[config.mk]
export PLATFORM = sky130hd
export DESIGN_NAME = ddr2_burst_scheduler
export DESIGN_NICKNAME = d
export VERILOG_FILES = /design/src/rtl/ddr2_burst_scheduler.sv
export SDC_FILE = /design/constraint.sdc
export NUM_CORES = 1
export LEC_CHECK = 0
export CORE_UTILIZATION = 38
export CTS_CLUSTER_SIZE = 30
export DETAILED_ROUTE_END_ITERATION = 6
export PLACE_DENSITY = 0.78
export SYNTH_ARGS = -nofsm -noshare
export SYNTH_HDL_FRONTEND = slang
export SYNTH_SLANG_ARGS = --single-unit
[constraint.sdc]
create_clock -name clk -period 2.2 [get_ports clk]
set_input_delay 0.22 -clock clk [delete_from_list [all_inputs] [get_ports clk]]
set_output_delay 0.22 -clock clk [all_outputs]
set_load 0.03 [all_outputs]
[src/rtl/ddr2_burst_scheduler.sv]
// Moves whole bursts between the inbound/outbound FIFOs and an MCB user port.
// Writes push BURST_LEN words before their command; reads issue the command and then drain BURST_LEN words.
module ddr2_burst_scheduler #(
  parameter int unsigned BURST_LEN  = 32,
  parameter int unsigned OB_DEPTH   = 1024,
  parameter logic [29:0] ADDR_LIMIT = 30'h0800_0000
) (
  input  logic        clk,
  input  logic        reset_n,
  input  logic        calib_done,
  input  logic        writes_en,
  input  logic        reads_en,
  input  logic [10:0] ib_count,
  input  logic [31:0] ib_data,
  output logic        ib_re,
  input  logic [10:0] ob_count,
  output logic        ob_we,
  output logic [31:0] ob_data,
  output logic        p0_cmd_en,
  output logic [2:0]  p0_cmd_instr,
  output logic [5:0]  p0_cmd_bl,
  output logic [29:0] p0_cmd_byte_addr,
  input  logic        p0_cmd_full,
  output logic        p0_wr_en,
  output logic [31:0] p0_wr_data,
  output logic [3:0]  p0_wr_mask,
  input  logic        p0_wr_full,
  output logic        p0_rd_en,
  input  logic [31:0] p0_rd_data,
  input  logic        p0_rd_empty,
  output logic        busy
);

  typedef enum logic [2:0] {
    IDLE    = 3'd0,
    WR_DATA = 3'd1,
    WR_CMD  = 3'd2,
    RD_CMD  = 3'd3,
    RD_DATA = 3'd4
  } state_t;

  localparam int unsigned CW        = $clog2(BURST_LEN + 1);
  localparam logic [CW-1:0] LAST_BEAT = CW'(BURST_LEN - 1);
  localparam logic [29:0] ADDR_STEP = 30'(BURST_LEN * 4);
  localparam logic [10:0] IB_THRESH = 11'(BURST_LEN);
  localparam logic [10:0] OB_THRESH = 11'(OB_DEPTH - BURST_LEN);
  localparam logic [5:0]  CMD_BL    = 6'(BURST_LEN - 1);

  state_t        state_q, state_d;
  logic [CW-1:0] beat_q, beat_d;
  logic [29:0]   wr_addr_q, wr_addr_d;
  logic [29:0]   rd_addr_q, rd_addr_d;
  logic          last_grant_q, last_grant_d;
  logic          wr_ok, rd_ok;

  function automatic logic [29:0] next_addr(input logic [29:0] addr);
    logic [29:0] sum;
    sum = addr + ADDR_STEP;
    return (sum == ADDR_LIMIT) ? 30'd0 : sum;
  endfunction

  assign wr_ok = calib_done & writes_en & (ib_count >= IB_THRESH);
  assign rd_ok = calib_done & reads_en & (ob_count <= OB_THRESH);

  assign p0_wr_data       = ib_data;
  assign ob_data          = p0_rd_data;
  assign p0_wr_mask       = 4'b0000;
  assign p0_cmd_bl        = CMD_BL;
  assign p0_cmd_byte_addr = (state_q == RD_CMD) ? rd_addr_q : wr_addr_q;
  assign busy             = (state_q != IDLE);

  always_ff @(posedge clk or negedge reset_n) begin
    if (!reset_n) begin
      state_q      <= IDLE;
      beat_q       <= '0;
      wr_addr_q    <= 30'd0;
      rd_addr_q    <= 30'd0;
      last_grant_q <= 1'b0;
    end else begin
      state_q      <= state_d;
      beat_q       <= beat_d;
      wr_addr_q    <= wr_addr_d;
      rd_addr_q    <= rd_addr_d;
      last_grant_q <= last_grant_d;
    end
  end

  // last_grant is 1 after a write burst; a tie goes to the other side.
  always_comb begin
    state_d      = state_q;
    beat_d       = beat_q;
    wr_addr_d    = wr_addr_q;
    rd_addr_d    = rd_addr_q;
    last_grant_d = last_grant_q;
    ib_re        = 1'b0;
    p0_wr_en     = 1'b0;
    p0_cmd_en    = 1'b0;
    p0_cmd_instr = 3'b000;
    p0_rd_en     = 1'b0;
    ob_we        = 1'b0;
    case (state_q)
      IDLE: begin
        if (wr_ok && (!rd_ok || !last_grant_q)) begin
          state_d      = WR_DATA;
          last_grant_d = 1'b1;
        end else if (rd_ok) begin
          state_d      = RD_CMD;
          last_grant_d = 1'b0;
        end else begin
          state_d = IDLE;
        end
      end
      WR_DATA: begin
        if (!p0_wr_full) begin
          ib_re    = 1'b1;
          p0_wr_en = 1'b1;
          if (beat_q == LAST_BEAT) begin
            beat_d  = '0;
            state_d = WR_CMD;
          end else begin
            beat_d = beat_q + CW'(1);
          end
        end else begin
          beat_d = beat_q;
        end
      end
      WR_CMD: begin
        if (!p0_cmd_full) begin
          p0_cmd_en = 1'b1;
          wr_addr_d = next_addr(wr_addr_q);
          state_d   = IDLE;
        end else begin
          state_d = WR_CMD;
        end
      end
      RD_CMD: begin
        p0_cmd_instr = 3'b001;
        if (!p0_cmd_full) begin
          p0_cmd_en = 1'b1;
          rd_addr_d = next_addr(rd_addr_q);
          state_d   = RD_DATA;
        end else begin
          state_d = RD_CMD;
        end
      end
      RD_DATA: begin
        if (!p0_rd_empty) begin
          p0_rd_en = 1'b1;
          ob_we    = 1'b1;
          if (beat_q == LAST_BEAT) begin
            beat_d  = '0;
            state_d = IDLE;
          end else begin
            beat_d = beat_q + CW'(1);
          end
        end else begin
          beat_d = beat_q;
        end
      end
      default: begin
        state_d = IDLE;
        beat_d  = '0;
      end
    endcase
  end

endmodule

==> impl_metrics.json <==
{
  "status": "complete, but fails checks",
  "violations": "setup timing",
  "hold_viol": 0,
  "dpl.hpwl_um": 8228,
  "grt_pass1_vias": 3764,
  "avgSynthCellArea_um2": 8.571,
  "critPathCaptureType": "flop",
  "setup_viol": 1,
  "root_buffer": "clkbuf_16",
  "grt_start_max_net_pins": 57,
  "route.detailed.drc": 0,
  "routed_wirelength_um": 11050,
  "cts_max_level": 2,
  "cts_buffer_depth": 2,
  "maxCapViolCount": 0,
  "portBuffers": 54,
  "synth.yosys.seq_area_share": 0.3138,
  "synth_ff_type": "dfrtp_1",
  "worst_slack_ns": -0.03974,
  "min-delay-path-class": "in2async",
  "finalMaxSlewViolations": 0,
  "vias": 3860,
  "syn_inst": 521,
  "final_common_cell": "buf_4",
  "rsz0062_at_grt": "yes",
  "drive_gt1_frac": 0.2840,
  "numPlacedInstances": 693,
  "antenna_cells": 0,
  "final_cell_mix": "99 x buf_4, 54 x dfrtp_1, 49 x nand2_1",
  "fp.coreArea_um2": 11420,
  "drtAntennaViolNets": 0,
  "synthesis.area_um2": 4466,
  "clock-sinks": 56,
  "path_max_fanout": 6,
  "postCtsHoldBufs": 0,
  "worst-setup-path-type": "reg2reg",
  "layout.cells.non_filler": 710,
  "power_density_nw_per_um2": 656.8,
  "fin_area_um2": 5294,
  "num-nets-final": 663,
  "antenna_found_initial": 0,
  "min_period_over_period": 1.018,
  "yosys_warnings": 0,
  "finalPower_mw": 3.477,
  "rows": 39,
  "routabilityCongestion": 0.9169,
  "dieArea_um2": 12190,
  "max_slew_margin": 0.5281,
  "die_y_um": 110.4,
  "grt-ovfl-total": 0,
  "place_ws_ns": -0.1977,
  "worst_slew_pin_slew_ns": 0.7079,
  "wl_per_cell_um": 15.57,
  "initial_core_util": 0.3911,
  "timing.final.crit_period_ns": 2.240,
  "synth_seq_cells": 56,
  "tritoncts": "done",
  "p_leak_nw": 2.368,
  "required_ns": 2.38,
  "startpoint_type": "flop",
  "drt_iter0_markers": 243,
  "critPathArrivalTime_ns": 2.42,
  "clk_latency_ns": 0.31,
  "synth_edf_count": 0,
  "die_w_um": 110.4,
  "synth_cell_types": 59,
  "skew_ns": 0.01262,
  "placed_area_um2": 4970,
  "num_io_pins": 207,
  "ys_async_sr_fraction": 1.000,
  "timing.hold.ws_ns": 0.04952,
  "max_freq_mhz": 446.5,
  "drtPass1Iterations": 4,
  "grt_pass1_wl_um": 17810,
  "cts_buffers": 5,
  "via_per_inst": 5.437,
  "area_delta_synth_final_pct": 18.55,
  "irDropWorstVdd_v": 0.0003331,
  "track_usage": 0.1763,
  "path_clk_slew_ns": 0.08
}
[logic make-up (layout without fill, tap and decap cells)]
| group | Yosys count | count (layout) | synth area share |
|---|---|---|---|
| AO/OA/AOI/OAI | 64 | 64 | 0.09499 |
| AND/OR/NAND/NOR | 195 | 195 | 0.2365 |
| buffers and inverters | 124 | 153 | 0.1807 |
| other | 2 | 19 | 0.001682 |
| adder cells (fa/ha/maj) | 3 | 3 | 0.008407 |
| multiplexers | 24 | 24 | 0.05996 |
| flip-flops | 56 | 56 | 0.3138 |
| XOR/XNOR | 53 | 53 | 0.1039 |
[routing by layer]
layer / GRT usage / vias to the layer above / share of wire
met1: 0.1907 / 1879 / 0.38
met5: 0 / - / 0
met3: 0.03458 / 56 / 0.053
li1: - / 1787 / -
met4: 0.1147 / 0 / 0.051
met2: 0.3122 / 138 / 0.52
[stage by stage]
stage,util,setup TNS [ns]
3_3_place_gp,0.4352,-0.2647
3_5_place_dp,0.4352,-0.3363
2_1_floorplan,-,0
6_report,0.4636,-0.03974
5_1_grt,0.4636,-0.2284
4_1_cts,0.4536,0
[what timing repair did]
| item | in CTS | in global routing |
|---|---|---|
| setup buffers | 1 | 8 |
| gates resized for setup | 24 | 12 |
| pin swaps | 11 | 9 |
| setup endpoints to repair | 26 | 23 |
[critical path: stages, from the launching register on]
cell	delay, ns
dfrtp_1	0.39
ha_2	0.19
and3_4	0.21
o311a_1	0.30
a2111oi_2	0.37
buf_4	0.16
nand4_1	0.16
o211ai_1	0.22
o311ai_1	0.11
[area by class of cell]
cell class / count / area (µm²)
Clock buffer: 5 / 125.1
Clock inverter: 3 / 21.27
Fill cell: 1034 / 6125
Inverter: 10 / 37.54
Multi-Input combinational cell: 358 / 2436
Sequential cell: 56 / 1404
Tap cell: 143 / 178.9
Timing Repair Buffer: 135 / 1091
[power breakdown]
group / switching, mW / total (mW) / internal, mW
combinational: 0.752 / 1.37 / 0.619
sequential: 0.144 / 1.30 / 1.15
clock: 0.385 / 0.810 / 0.425
[cells in the mapped netlist (all sizes together) (2+ instances only)]
cell type | count | area share
buf | 98 | 0.16
dfrtp | 56 | 0.31
nand2 | 50 | 0.042
xnor2 | 43 | 0.084
nand3 | 26 | 0.030
nor2 | 24 | 0.020
o21ai | 23 | 0.026
mux2 | 22 | 0.055
nand4 | 22 | 0.031
clkbuf | 16 | 0.013
nor3 | 16 | 0.018
and3 | 11 | 0.015
inv | 10 | 0.0084
xor2 | 10 | 0.020
nor4 | 9 | 0.017
a21oi | 8 | 0.0090
and2 | 6 | 0.0084
nand2b | 6 | 0.0084
nor3b | 5 | 0.0084
a211o | 3 | 0.0059
a211oi | 3 | 0.0050
a31o | 3 | 0.0059
a31oi | 3 | 0.0042
ha | 3 | 0.0084
nand3b | 3 | 0.0050
nor2b | 3 | 0.0042
o211ai | 3 | 0.0050
o21bai | 3 | 0.0050
or4 | 3 | 0.0050
and4 | 2 | 0.0039
conb | 2 | 0.0017
mux2i | 2 | 0.0045
nand4b | 2 | 0.0039
o311a | 2 | 0.0045
or2 | 2 | 0.0028
or3 | 2 | 0.0028
[sequential cells by signal (all words and copies together) (netlist names)]
name and flops:
rd_addr_q 23, state_q 3, wr_addr_q 23, last_grant_q 1, beat_q 6
[path summary, 6_finish.rpt]
| check | from | to | slack, ns | depth (start not counted) |
|---|---|---|---|---|
| setup / recovery | rd_addr_q[7] | rd_addr_q[27] | -0.04 | 8 |
| hold / removal | reset_n | wr_addr_q[15] | 0.05 | 2 |
| setup reg to reg | rd_addr_q[7] | rd_addr_q[27] | -0.04 | 8 |
| hold reg to reg | wr_addr_q[23] | wr_addr_q[23] | 0.53 | 1 |
| max in group asynchronous | reset_n | state_q[0] | 1.65 | 2 |
| min in group clk | p0_rd_data[13] | ob_data[13] | 0.44 | 0 |
Power figures use the tool's default switching activity.
